**src/rtl/integrate_dump_if.sv**
```systemverilog
// Sample/dump bus for integrate_dump.
//   master: wipe-off front end and loop side (drives samples, epoch, out_ready)
//   slave : integrate_dump (drives the dumped sums and status flags)
// Signals:
//   in_valid, epoch           sample strobe and code-epoch strobe
//   in_{e,p,l}_{i,q}          signed wiped-off samples, IN_W bits
//   out_{e,p,l}_{i,q}         signed dumped sums, OUT_W bits
//   out_count                 samples in the dumped period, CNT_W bits
//   out_valid / out_ready     dump handshake
//   timeout                   dump was forced by the length limit
//   overrun                   sticky: an unaccepted dump was overwritten
interface integrate_dump_if #(
    parameter int unsigned IN_W  = 32,
    parameter int unsigned OUT_W = 32,
    parameter int unsigned CNT_W = 16
) ();
    logic                    in_valid;
    logic                    epoch;
    logic signed [IN_W-1:0]  in_e_i;
    logic signed [IN_W-1:0]  in_e_q;
    logic signed [IN_W-1:0]  in_p_i;
    logic signed [IN_W-1:0]  in_p_q;
    logic signed [IN_W-1:0]  in_l_i;
    logic signed [IN_W-1:0]  in_l_q;
    logic signed [OUT_W-1:0] out_e_i;
    logic signed [OUT_W-1:0] out_e_q;
    logic signed [OUT_W-1:0] out_p_i;
    logic signed [OUT_W-1:0] out_p_q;
    logic signed [OUT_W-1:0] out_l_i;
    logic signed [OUT_W-1:0] out_l_q;
    logic [CNT_W-1:0]        out_count;
    logic                    out_valid;
    logic                    out_ready;
    logic                    timeout;
    logic                    overrun;

    modport master (
        output in_valid, epoch,
        output in_e_i, in_e_q, in_p_i, in_p_q, in_l_i, in_l_q,
        output out_ready,
        input  out_e_i, out_e_q, out_p_i, out_p_q, out_l_i, out_l_q,
        input  out_count, out_valid, timeout, overrun
    );

    modport slave (
        input  in_valid, epoch,
        input  in_e_i, in_e_q, in_p_i, in_p_q, in_l_i, in_l_q,
        input  out_ready,
        output out_e_i, out_e_q, out_p_i, out_p_q, out_l_i, out_l_q,
        output out_count, out_valid, timeout, overrun
    );
endinterface

```
**src/rtl/integrate_dump.sv**
```systemverilog
// Integrate-and-dump of the six E/P/L I/Q wipe-off streams over one C/A code
// period, delimited by the PRN generator's code-epoch strobe. Each period's
// sums are shifted, saturated and presented to the loops on a valid/ready
// dump register. A period reaching MAX_LEN samples without an epoch is dumped
// with timeout set.
// Ports:
//   clk   system clock
//   rst   asynchronous active-low reset
//   bus   integrate_dump_if slave modport (samples in, dumps out)
module integrate_dump #(
    parameter int unsigned IN_W    = 32,
    parameter int unsigned ACC_W   = 48,
    parameter int unsigned OUT_W   = 32,
    parameter int unsigned SHIFT   = 0,
    parameter int unsigned MAX_LEN = 4096,
    parameter int unsigned CNT_W   = 16
) (
    input  logic              clk,
    input  logic              rst,
    integrate_dump_if.slave   bus
);

    localparam int unsigned NCH = 6;
    localparam logic [CNT_W-1:0] CNT_LAST = CNT_W'(MAX_LEN - 1);
    localparam logic [CNT_W-1:0] CNT_FULL = CNT_W'(MAX_LEN);

    typedef enum logic [0:0] {
        SYNC,
        INTEG
    } state_t;

    state_t state_q, state_d;

    logic signed [IN_W-1:0]  in_s       [NCH];
    logic signed [ACC_W-1:0] in_ext     [NCH];
    logic signed [ACC_W-1:0] seed_acc   [NCH];
    logic signed [ACC_W-1:0] sum_c      [NCH];
    logic signed [ACC_W-1:0] acc_q      [NCH];
    logic signed [ACC_W-1:0] acc_d      [NCH];
    logic signed [ACC_W-1:0] dump_acc_c [NCH];
    logic signed [OUT_W-1:0] out_q      [NCH];

    logic [CNT_W-1:0] cnt_q, cnt_d;
    logic [CNT_W-1:0] seed_cnt;
    logic [CNT_W-1:0] dump_cnt_c;
    logic             dump_c;
    logic             dump_to_c;

    logic [CNT_W-1:0] out_count_q;
    logic             out_valid_q;
    logic             timeout_q;
    logic             overrun_q;

    // Arithmetic shift, then clamp to the signed OUT_W range.
    function automatic logic signed [OUT_W-1:0] sat_out(input logic signed [ACC_W-1:0] v);
        logic signed [ACC_W-1:0] s;
        logic [ACC_W-OUT_W:0]    top;
        s   = v >>> SHIFT;
        top = s[ACC_W-1:OUT_W-1];
        if ((&top) || ~(|top)) begin
            sat_out = s[OUT_W-1:0];
        end else if (s[ACC_W-1]) begin
            sat_out = {1'b1, {(OUT_W-1){1'b0}}};
        end else begin
            sat_out = {1'b0, {(OUT_W-1){1'b1}}};
        end
    endfunction

    assign in_s[0] = bus.in_e_i;
    assign in_s[1] = bus.in_e_q;
    assign in_s[2] = bus.in_p_i;
    assign in_s[3] = bus.in_p_q;
    assign in_s[4] = bus.in_l_i;
    assign in_s[5] = bus.in_l_q;

    // Sign-extended samples, running sums and the value a new period starts from.
    always_comb begin : datapath_comb
        for (int k = 0; k < NCH; k++) begin
            in_ext[k]   = {{(ACC_W-IN_W){in_s[k][IN_W-1]}}, in_s[k]};
            sum_c[k]    = acc_q[k] + in_ext[k];
            seed_acc[k] = bus.in_valid ? in_ext[k] : '0;
        end
    end

    assign seed_cnt = bus.in_valid ? CNT_W'(1) : '0;

    // FSM state register.
    always_ff @(posedge clk or negedge rst) begin : fsm_reg
        if (!rst) begin
            state_q <= SYNC;
        end else begin
            state_q <= state_d;
        end
    end

    // Next state, next accumulator/counter and dump request.
    always_comb begin : fsm_comb
        state_d    = state_q;
        cnt_d      = cnt_q;
        dump_c     = 1'b0;
        dump_to_c  = 1'b0;
        dump_cnt_c = cnt_q;
        for (int k = 0; k < NCH; k++) begin
            acc_d[k]      = acc_q[k];
            dump_acc_c[k] = acc_q[k];
        end

        case (state_q)
            SYNC: begin
                // First epoch only aligns the period; nothing to dump yet.
                if (bus.epoch) begin
                    state_d = INTEG;
                    cnt_d   = seed_cnt;
                    for (int k = 0; k < NCH; k++) begin
                        acc_d[k] = seed_acc[k];
                    end
                end
            end
            INTEG: begin
                if (bus.epoch) begin
                    // The epoch-cycle sample is chip 0 of the next period.
                    dump_c = 1'b1;
                    cnt_d  = seed_cnt;
                    for (int k = 0; k < NCH; k++) begin
                        acc_d[k] = seed_acc[k];
                    end
                end else if (bus.in_valid) begin
                    if (cnt_q == CNT_LAST) begin
                        // Missing epoch: this sample completes a forced period.
                        dump_c     = 1'b1;
                        dump_to_c  = 1'b1;
                        dump_cnt_c = CNT_FULL;
                        cnt_d      = '0;
                        for (int k = 0; k < NCH; k++) begin
                            dump_acc_c[k] = sum_c[k];
                            acc_d[k]      = '0;
                        end
                    end else begin
                        cnt_d = cnt_q + CNT_W'(1);
                        for (int k = 0; k < NCH; k++) begin
                            acc_d[k] = sum_c[k];
                        end
                    end
                end
            end
            default: begin
                state_d = SYNC;
            end
        endcase
    end

    // Accumulators and sample counter.
    always_ff @(posedge clk or negedge rst) begin : acc_reg
        if (!rst) begin
            cnt_q <= '0;
            for (int k = 0; k < NCH; k++) begin
                acc_q[k] <= '0;
            end
        end else begin
            cnt_q <= cnt_d;
            for (int k = 0; k < NCH; k++) begin
                acc_q[k] <= acc_d[k];
            end
        end
    end

    // Dump register with valid/ready handshake; a new dump always wins.
    always_ff @(posedge clk or negedge rst) begin : dump_reg
        if (!rst) begin
            out_count_q <= '0;
            out_valid_q <= 1'b0;
            timeout_q   <= 1'b0;
            overrun_q   <= 1'b0;
            for (int k = 0; k < NCH; k++) begin
                out_q[k] <= '0;
            end
        end else if (dump_c) begin
            out_count_q <= dump_cnt_c;
            out_valid_q <= 1'b1;
            timeout_q   <= dump_to_c;
            for (int k = 0; k < NCH; k++) begin
                out_q[k] <= sat_out(dump_acc_c[k]);
            end
            // Pending dump lost without being accepted.
            if (out_valid_q && !bus.out_ready) begin
                overrun_q <= 1'b1;
            end
        end else if (out_valid_q && bus.out_ready) begin
            out_valid_q <= 1'b0;
        end
    end

    assign bus.out_e_i   = out_q[0];
    assign bus.out_e_q   = out_q[1];
    assign bus.out_p_i   = out_q[2];
    assign bus.out_p_q   = out_q[3];
    assign bus.out_l_i   = out_q[4];
    assign bus.out_l_q   = out_q[5];
    assign bus.out_count = out_count_q;
    assign bus.out_valid = out_valid_q;
    assign bus.timeout   = timeout_q;
    assign bus.overrun   = overrun_q;

endmodule

```
**src/flat_wrapper.sv**
```systemverilog
// flat-port wrapper written by rule: the top's interface ports become plain ports
module integrate_dump_flat 
#(
    parameter int unsigned IN_W    = 32,
    parameter int unsigned ACC_W   = 48,
    parameter int unsigned OUT_W   = 32,
    parameter int unsigned SHIFT   = 0,
    parameter int unsigned MAX_LEN = 4096,
    parameter int unsigned CNT_W   = 16
)
  (clk, rst, bus_in_valid, bus_epoch, bus_in_e_i, bus_in_e_q, bus_in_p_i, bus_in_p_q, bus_in_l_i, bus_in_l_q, bus_out_ready, bus_out_e_i, bus_out_e_q, bus_out_p_i, bus_out_p_q, bus_out_l_i, bus_out_l_q, bus_out_count, bus_out_valid, bus_timeout, bus_overrun);
  integrate_dump_if #(.IN_W(IN_W), .OUT_W(OUT_W), .CNT_W(CNT_W)) bus_i ();
  input  logic clk;
  input  logic rst;
  input wire logic [$bits(bus_i.in_valid)-1:0] bus_in_valid;
  input wire logic [$bits(bus_i.epoch)-1:0] bus_epoch;
  input wire logic [$bits(bus_i.in_e_i)-1:0] bus_in_e_i;
  input wire logic [$bits(bus_i.in_e_q)-1:0] bus_in_e_q;
  input wire logic [$bits(bus_i.in_p_i)-1:0] bus_in_p_i;
  input wire logic [$bits(bus_i.in_p_q)-1:0] bus_in_p_q;
  input wire logic [$bits(bus_i.in_l_i)-1:0] bus_in_l_i;
  input wire logic [$bits(bus_i.in_l_q)-1:0] bus_in_l_q;
  input wire logic [$bits(bus_i.out_ready)-1:0] bus_out_ready;
  output wire logic [$bits(bus_i.out_e_i)-1:0] bus_out_e_i;
  output wire logic [$bits(bus_i.out_e_q)-1:0] bus_out_e_q;
  output wire logic [$bits(bus_i.out_p_i)-1:0] bus_out_p_i;
  output wire logic [$bits(bus_i.out_p_q)-1:0] bus_out_p_q;
  output wire logic [$bits(bus_i.out_l_i)-1:0] bus_out_l_i;
  output wire logic [$bits(bus_i.out_l_q)-1:0] bus_out_l_q;
  output wire logic [$bits(bus_i.out_count)-1:0] bus_out_count;
  output wire logic [$bits(bus_i.out_valid)-1:0] bus_out_valid;
  output wire logic [$bits(bus_i.timeout)-1:0] bus_timeout;
  output wire logic [$bits(bus_i.overrun)-1:0] bus_overrun;
  assign bus_i.in_valid = bus_in_valid;
  assign bus_i.epoch = bus_epoch;
  assign bus_i.in_e_i = bus_in_e_i;
  assign bus_i.in_e_q = bus_in_e_q;
  assign bus_i.in_p_i = bus_in_p_i;
  assign bus_i.in_p_q = bus_in_p_q;
  assign bus_i.in_l_i = bus_in_l_i;
  assign bus_i.in_l_q = bus_in_l_q;
  assign bus_i.out_ready = bus_out_ready;
  assign bus_out_e_i = bus_i.out_e_i;
  assign bus_out_e_q = bus_i.out_e_q;
  assign bus_out_p_i = bus_i.out_p_i;
  assign bus_out_p_q = bus_i.out_p_q;
  assign bus_out_l_i = bus_i.out_l_i;
  assign bus_out_l_q = bus_i.out_l_q;
  assign bus_out_count = bus_i.out_count;
  assign bus_out_valid = bus_i.out_valid;
  assign bus_timeout = bus_i.timeout;
  assign bus_overrun = bus_i.overrun;
  integrate_dump #(.IN_W(IN_W), .ACC_W(ACC_W), .OUT_W(OUT_W), .SHIFT(SHIFT), .MAX_LEN(MAX_LEN), .CNT_W(CNT_W)) u_core (.clk(clk), .rst(rst), .bus(bus_i));
endmodule
```
**config.mk**
```make
export PLATFORM = sky130hd
export DESIGN_NAME = integrate_dump_flat
export DESIGN_NICKNAME = d
export VERILOG_FILES = /design/src/rtl/integrate_dump_if.sv /design/src/rtl/integrate_dump.sv /design/src/flat_wrapper.sv
export SDC_FILE = /design/constraint.sdc
export NUM_CORES = 2
export LEC_CHECK = 0
export ABC_AREA = 1
export CORE_ASPECT_RATIO = 1.5
export CORE_MARGIN = 3
export CORE_UTILIZATION = 35
export CTS_CLUSTER_DIAMETER = 150
export CTS_CLUSTER_SIZE = 20
export DETAILED_ROUTE_END_ITERATION = 10
export GPL_ROUTABILITY_DRIVEN = 0
export SYNTH_ARGS = -nofsm -noshare
export SYNTH_HDL_FRONTEND = slang
export SYNTH_SLANG_ARGS = --single-unit
```
**constraint.sdc**
```tcl
create_clock -name clk -period 5 [get_ports clk]
set_clock_uncertainty 0.05 [all_clocks]
set_input_delay 1 -clock clk [delete_from_list [all_inputs] [get_ports clk]]
set_output_delay 1 -clock clk [all_outputs]
set_load 0.02 [all_outputs]
```
== Word-level counts from Yosys, hierarchy flattened ==
Cells that the tools add are included.
Cells by class
  $add $sub $neg: 7
  eq/ne operators: 3
  multiplexer cells: 47
  bitwise logic cells: 7
  reduce and logical (&&, ||, !) cells: 24
Operators by type and width (count)
  $mux 288: 8
  $pmux 288 s2: 1
  $mux 32: 12
  $add 48x32->48: 6
  $mux 48: 6
  $mux 16: 8
  $reduce_and 17->1: 6
  $reduce_or 17->1: 6
  $pmux 16 s2: 1
  $add 16x1->16 const B: 1
  $eq 16x12->1 const B: 1
  $mux 1: 11
  $not 1->1: 7
  $logic_or 1x1->1: 6
  $reduce_and 2->1: 2
  $ne 3x3->1 const B: 1
  $logic_and 1x1->1: 2
  $ne 2x2->1 const B: 1
  $reduce_bool 2->1: 1
  $logic_not 1->1: 1
Word-level totals
  bits in registers: 516
  input bits: 197
  word-level logic and storage cells: 106

== Logic depth before layout (Yosys ltp) ==
  depth in word-level cells: 9
  depth in mapped cells: 23
  gate-level depth less buffers: 22

== Worst setup path after synthesis ==
No wires, ideal clock.
  kind: in2reg
  start: input bus_in_e_q[0]
  end: register u_core.out_q (netlist bit u_core.bus.out_e_q[10])
  setup time: 126 ps
  arrival time: 3223 ps
  path slack: 1601 ps
  cell stages on the path: 19
  buffers on the path: 1
  path through: ha_1 -> fa_1 -> nand3_1 -> nand3_1 -> nand2_1 -> nand2_1 -> nand2_1 -> nand2_1 -> nand2_1 -> nand4_1 -> nand3_1 -> nand2_1 -> nor2_1 -> nand2_1 -> nor2_1 -> nand2_1 -> a21oi_2 -> buf_2 -> a21oi_1
Between the ends
  cells in the longest elaborated chain, start to end: 9
  elaborated cells between the ends (all ways): 11
  those cells by class: add/sub (1); mux (6); bitwise (1); reduce/logical (3)
RTL lines
  from (decl): line flat_wrapper.sv:18  | input wire logic [$bits(bus_i.in_e_q)-1:0] bus_in_e_q;
  $add 48x32->48 *: line integrate_dump.sv:80  | sum_c[k] = acc_q[k] + in_ext[k];
  $mux 288 *: line integrate_dump.sv:128  | if (cnt_q == CNT_LAST) begin
  $mux 288 *: line integrate_dump.sv:127  | end else if (bus.in_valid) begin
  $mux 288 *: line integrate_dump.sv:120  | if (bus.epoch) begin
  $mux 288 *: line integrate_dump.sv:108  | case (state_q)
  $reduce_or 17->1: line integrate_dump.sv:60  | if ((&top) || ~(|top)) begin
  $not 1->1: line integrate_dump.sv:60
  $logic_or 1x1->1: line integrate_dump.sv:60
  $mux 32 *: line integrate_dump.sv:60
  to (signal, indexed assignment): line integrate_dump.sv:182  | out_q[k] <= sat_out(dump_acc_c[k]);
  to (decl): line integrate_dump.sv:41  | logic signed [OUT_W-1:0] out_q [NCH];
Mark *: on every way between the ends. The rest lies on a longest branch, timed or not.
A chain may end at the register's enable or synchronous reset.

== Worst setup path in the final report ==
  start: input bus_in_p_i[31]
  end: register u_core.out_q (netlist bit u_core.bus.out_p_i[5])
Between the ends
  cells in the longest elaborated chain, start to end: 9
  elaborated cells between the ends (all ways): 11
  those cells by class: add/sub (1); mux (6); bitwise (1); reduce/logical (3)
RTL lines
  from (decl): line flat_wrapper.sv:19  | input wire logic [$bits(bus_i.in_p_i)-1:0] bus_in_p_i;
  $add 48x32->48 *: line integrate_dump.sv:80
  $mux 288 *: line integrate_dump.sv:128
  $mux 288 *: line integrate_dump.sv:127
  $mux 288 *: line integrate_dump.sv:120
  $mux 288 *: line integrate_dump.sv:108
  $reduce_or 17->1: line integrate_dump.sv:60
  $not 1->1: line integrate_dump.sv:60
  $logic_or 1x1->1: line integrate_dump.sv:60
  $mux 32 *: line integrate_dump.sv:60
Marks and branches as above.

==> impl_metrics.toml <==
[run_status]
outcome = "finished clean"

[detailed_routing]
wire_per_inst_um = 17.9
dr.first_iter.drc_count = 3791
totalWireLength_um = 195000
vias = 54861
firstDrtPassIters = 8
route.detailed.drc = 0
viasPerCell = 5.05
ant_nets = 0

[floorplan]
die_h_um = 470
dieArea_um2 = 148000
initial_core_util = 0.354
die_x_um = 316
rows = 169
io_pins = 408
core_um2 = 142000

[final_layout]
multi_input_area_um2 = 31000
layout.nets = 9471
drive_above_1_share = 0.0168
final_cell_mix = "nand2_1 (3617), inv_1 (1443), nor2_1 (817)"
regArea_um2 = 12900
layout_commonest_cell = "nand2_1"
fin_area_um2 = 57600
nFillCells = 15684
area_growth_pct = 14.5

[power_and_ir_drop]
finalPower_mw = 28.9
p_per_area_nw_per_um2 = 502
power_switching_mw = 15.5
leakage_nw = 30.5
p_seq_frac = 0.233
peakVddDrop_v = 0.000341
power.clock.fraction = 0.094
internal-power_mw = 13.5
combPwrFrac = 0.674
swShare = 0.535

[worst_setup_path]
crit_slowest_cell = "clkdlybuf4s50_1"
critical-path-max-stage-delay_ns = 0.67
end_kind = "register"
crit_family = "simple AND/OR/NAND/NOR gates"
critical_path.cell_chain = "clkdlybuf4s50_1, buf_4, ha_1, nand2_1, inv_1, nand2_1, nor3_1, nand2_1, nand2_1, nand2_1, nand3_1, nand2_1, nor2_1, nand2_1, nor2_1, nand2_1, nand2_1, buf_12, nand2_1, a21oi_1"
timing.critical_path.arrival_ns = 4.94
crit_required_ns = 5.55
worstPathMaxFanout = 31
cp_common_cell = "nand2_1"
worst-path-buf-inv = 4
path_class = "input pin to register"
start_kind = "input pin"

[synth]
synth_top_cell_area_share = 0.270
synth_area_leaders = "nand2_1 (27%), dfrtp_1 (26%), inv_1 (11%)"
synth.distinct_cells = 49
synthXorXnorAreaFrac = 0.0317
synth_simple_gate_area_frac = 0.398
avgSynthCellArea_um2 = 5.79
yosys.area.top_type = "nand2_1"
synthCells = 8693
syn_nets = 9179
synth_compound_area_frac = 0.113
synth_top_family_by_area = "simple AND/OR/NAND/NOR gates"
yosysWarnings = 0
yosysSeqAreaShare = 0.257
synth.mux.area_fraction = 0
synth_seq_cells = 516
synth_area_um2 = 50300
synthAdderAreaFrac = 0.0728

[timing]
clock.fmax_mhz = 228
finalSetupTns_ns = 0
worst_pin_slew_ns = 1.05
setup_viol = 0
relSlewSlack = 0.298
maxSlewViolCount = 0
hold_viol_final = 0
fin_crit_ns = 4.38
grt_setup_unrepaired = "false"
finalCritPeriodShare = 0.877

[worst_hold_path]
hp-class = "input pin to async pin"

[cts]
ctsResizeCount = 0
ctsHtreeMaxLevel = 1
cts_tree = "yes"
cts_setup_buffers = 0
insertion_delay_ns = 0.70
cts_hold_buf = 0
clk_path_buf_depth = 3
cts.sinks = 516
cts.clk_slew.worst_paths_ns = 0.09
cts_root_buf = "clkbuf_16"
cts_buffers = 29

[global_route]
grt_pass1_wl_um = 303000
grt_usage = 0.257
grt_pass1_vias = 54785
grt_max_degree = 145
grt_overflow = 0
antenna_found_initial = 18

[placement]
dp_hpwl_um = 150000
io_buffers = 407
place_area_um2 = 56800

[flow_run]
drv_cap = 0
-- synthesized netlist by cell type, drive strengths merged --
| library cell | n |
|---|---|
| a211oi | 2 |
| a21boi | 7 |
| a21o | 1 |
| a21oi | 416 |
| a221oi | 1 |
| a22oi | 8 |
| a2bb2oi | 1 |
| a311oi | 1 |
| a31o | 1 |
| a31oi | 48 |
| a32o | 1 |
| and2 | 30 |
| and3 | 3 |
| buf | 70 |
| clkbuf | 160 |
| clkinv | 3 |
| dfrtp | 516 |
| fa | 6 |
| ha | 283 |
| inv | 1451 |
| nand2 | 3620 |
| nand3 | 421 |
| nand3b | 17 |
| nand4 | 79 |
| nor2 | 821 |
| nor3 | 59 |
| nor4 | 4 |
| o211ai | 178 |
| o21a | 3 |
| o21ai | 204 |
| o21bai | 25 |
| o221ai | 55 |
| o22ai | 4 |
| o311ai | 1 |
| o31ai | 2 |
| or2 | 9 |
| xnor2 | 81 |
| xor2 | 101 |
-- final cells by class --
type                       instances  area share
multi-input combinational       6493       0.538
sequential                       516       0.224
inverter                        1454      0.0951
timing repair buffer             491      0.0879
tap                             1881      0.0409
clock buffer                      29      0.0126
clock inverter                     2    0.000674
antenna                            7    0.000304
-- path summary, 6_finish.rpt --
path | depth (start not counted) | slack (ns) | startpoint | to
max reg2reg | 21 | 1.05 | u_core.cnt_q[0]$_DFFE_PN0P_ | u_core.bus.out_p_i[5]$_DFFE_PN0P_
min in group clk | 2 | 0.43 | u_core.bus.overrun$_DFFE_PN0P_ | u_core.bus.overrun$_DFFE_PN0P_
min reg2reg | 2 | 0.43 | u_core.bus.overrun$_DFFE_PN0P_ | u_core.bus.overrun$_DFFE_PN0P_
min | 1 | 0.32 | rst | u_core.bus.out_l_i[15]$_DFFE_PN0P_
max | 20 | 0.62 | bus_in_p_i[31] | u_core.bus.out_p_i[5]$_DFFE_PN0P_
max in group asynchronous | 2 | 3.48 | rst | u_core.bus.out_e_q[20]$_DFFE_PN0P_
-- flip-flops by register name (all words and copies together), names as in the netlist --
register / count
u_core.bus.out_l_q: 32
u_core.bus.out_l_i: 32
u_core.bus.overrun: 1
u_core.cnt_q: 16
u_core.bus.out_count: 16
u_core.acc_q: 288
u_core.bus.out_e_i: 32
u_core.bus.timeout: 1
u_core.state_q: 1
u_core.bus.out_e_q: 32
u_core.bus.out_p_q: 32
u_core.bus.out_valid: 1
u_core.bus.out_p_i: 32
-- power groups by stage --
| stage | combinational (mW) | sequential (mW) | clock [mW] |
|---|---|---|---|
| after CTS | 19.3 | 6.71 | 2.86 |
| after global placement | 19.1 | 6.75 | 0 |
| after global routing | 21.8 | 6.90 | 2.97 |
| final | 19.5 | 6.72 | 2.71 |
| after floorplan | 12.6 | 7.14 | 0 |
| after detailed placement | 19.2 | 6.77 | 0 |
-- kinds of logic (layout without fill, tap and decap cells) --
| group | Yosys count | in the layout |
|---|---|---|
| AND/OR/NAND/NOR | 5063 | 5063 |
| flip-flops | 516 | 516 |
| other | 0 | 7 |
| buffers and inverters | 1684 | 1976 |
| XOR/XNOR | 182 | 182 |
| adder cells (fa/ha/maj) | 289 | 289 |
| AO/OA/AOI/OAI | 959 | 959 |
-- metrics by stage --
step,setup slack (ns),hold slack [ns],util,cells
final,0.617,0.317,0.405,10873
after floorplan,1.60,0.416,-,8693
after global routing,0.433,0.332,0.405,10867
after global placement,0.136,0.409,0.400,10835
after CTS,0.859,0.297,0.405,10866
after detailed placement,0.129,0.407,0.400,10835
-- routing by layer --
layer / GRT usage / vias to the layer above / share of wire
li1: - / 27477 / -
met1: 0.292 / 25026 / 0.39
met2: 0.452 / 1749 / 0.48
met3: 0.0446 / 589 / 0.064
met4: 0.140 / 20 / 0.063
met5: 0 / - / 0.00071
Note: power is estimated with default switching activity, not from simulation.
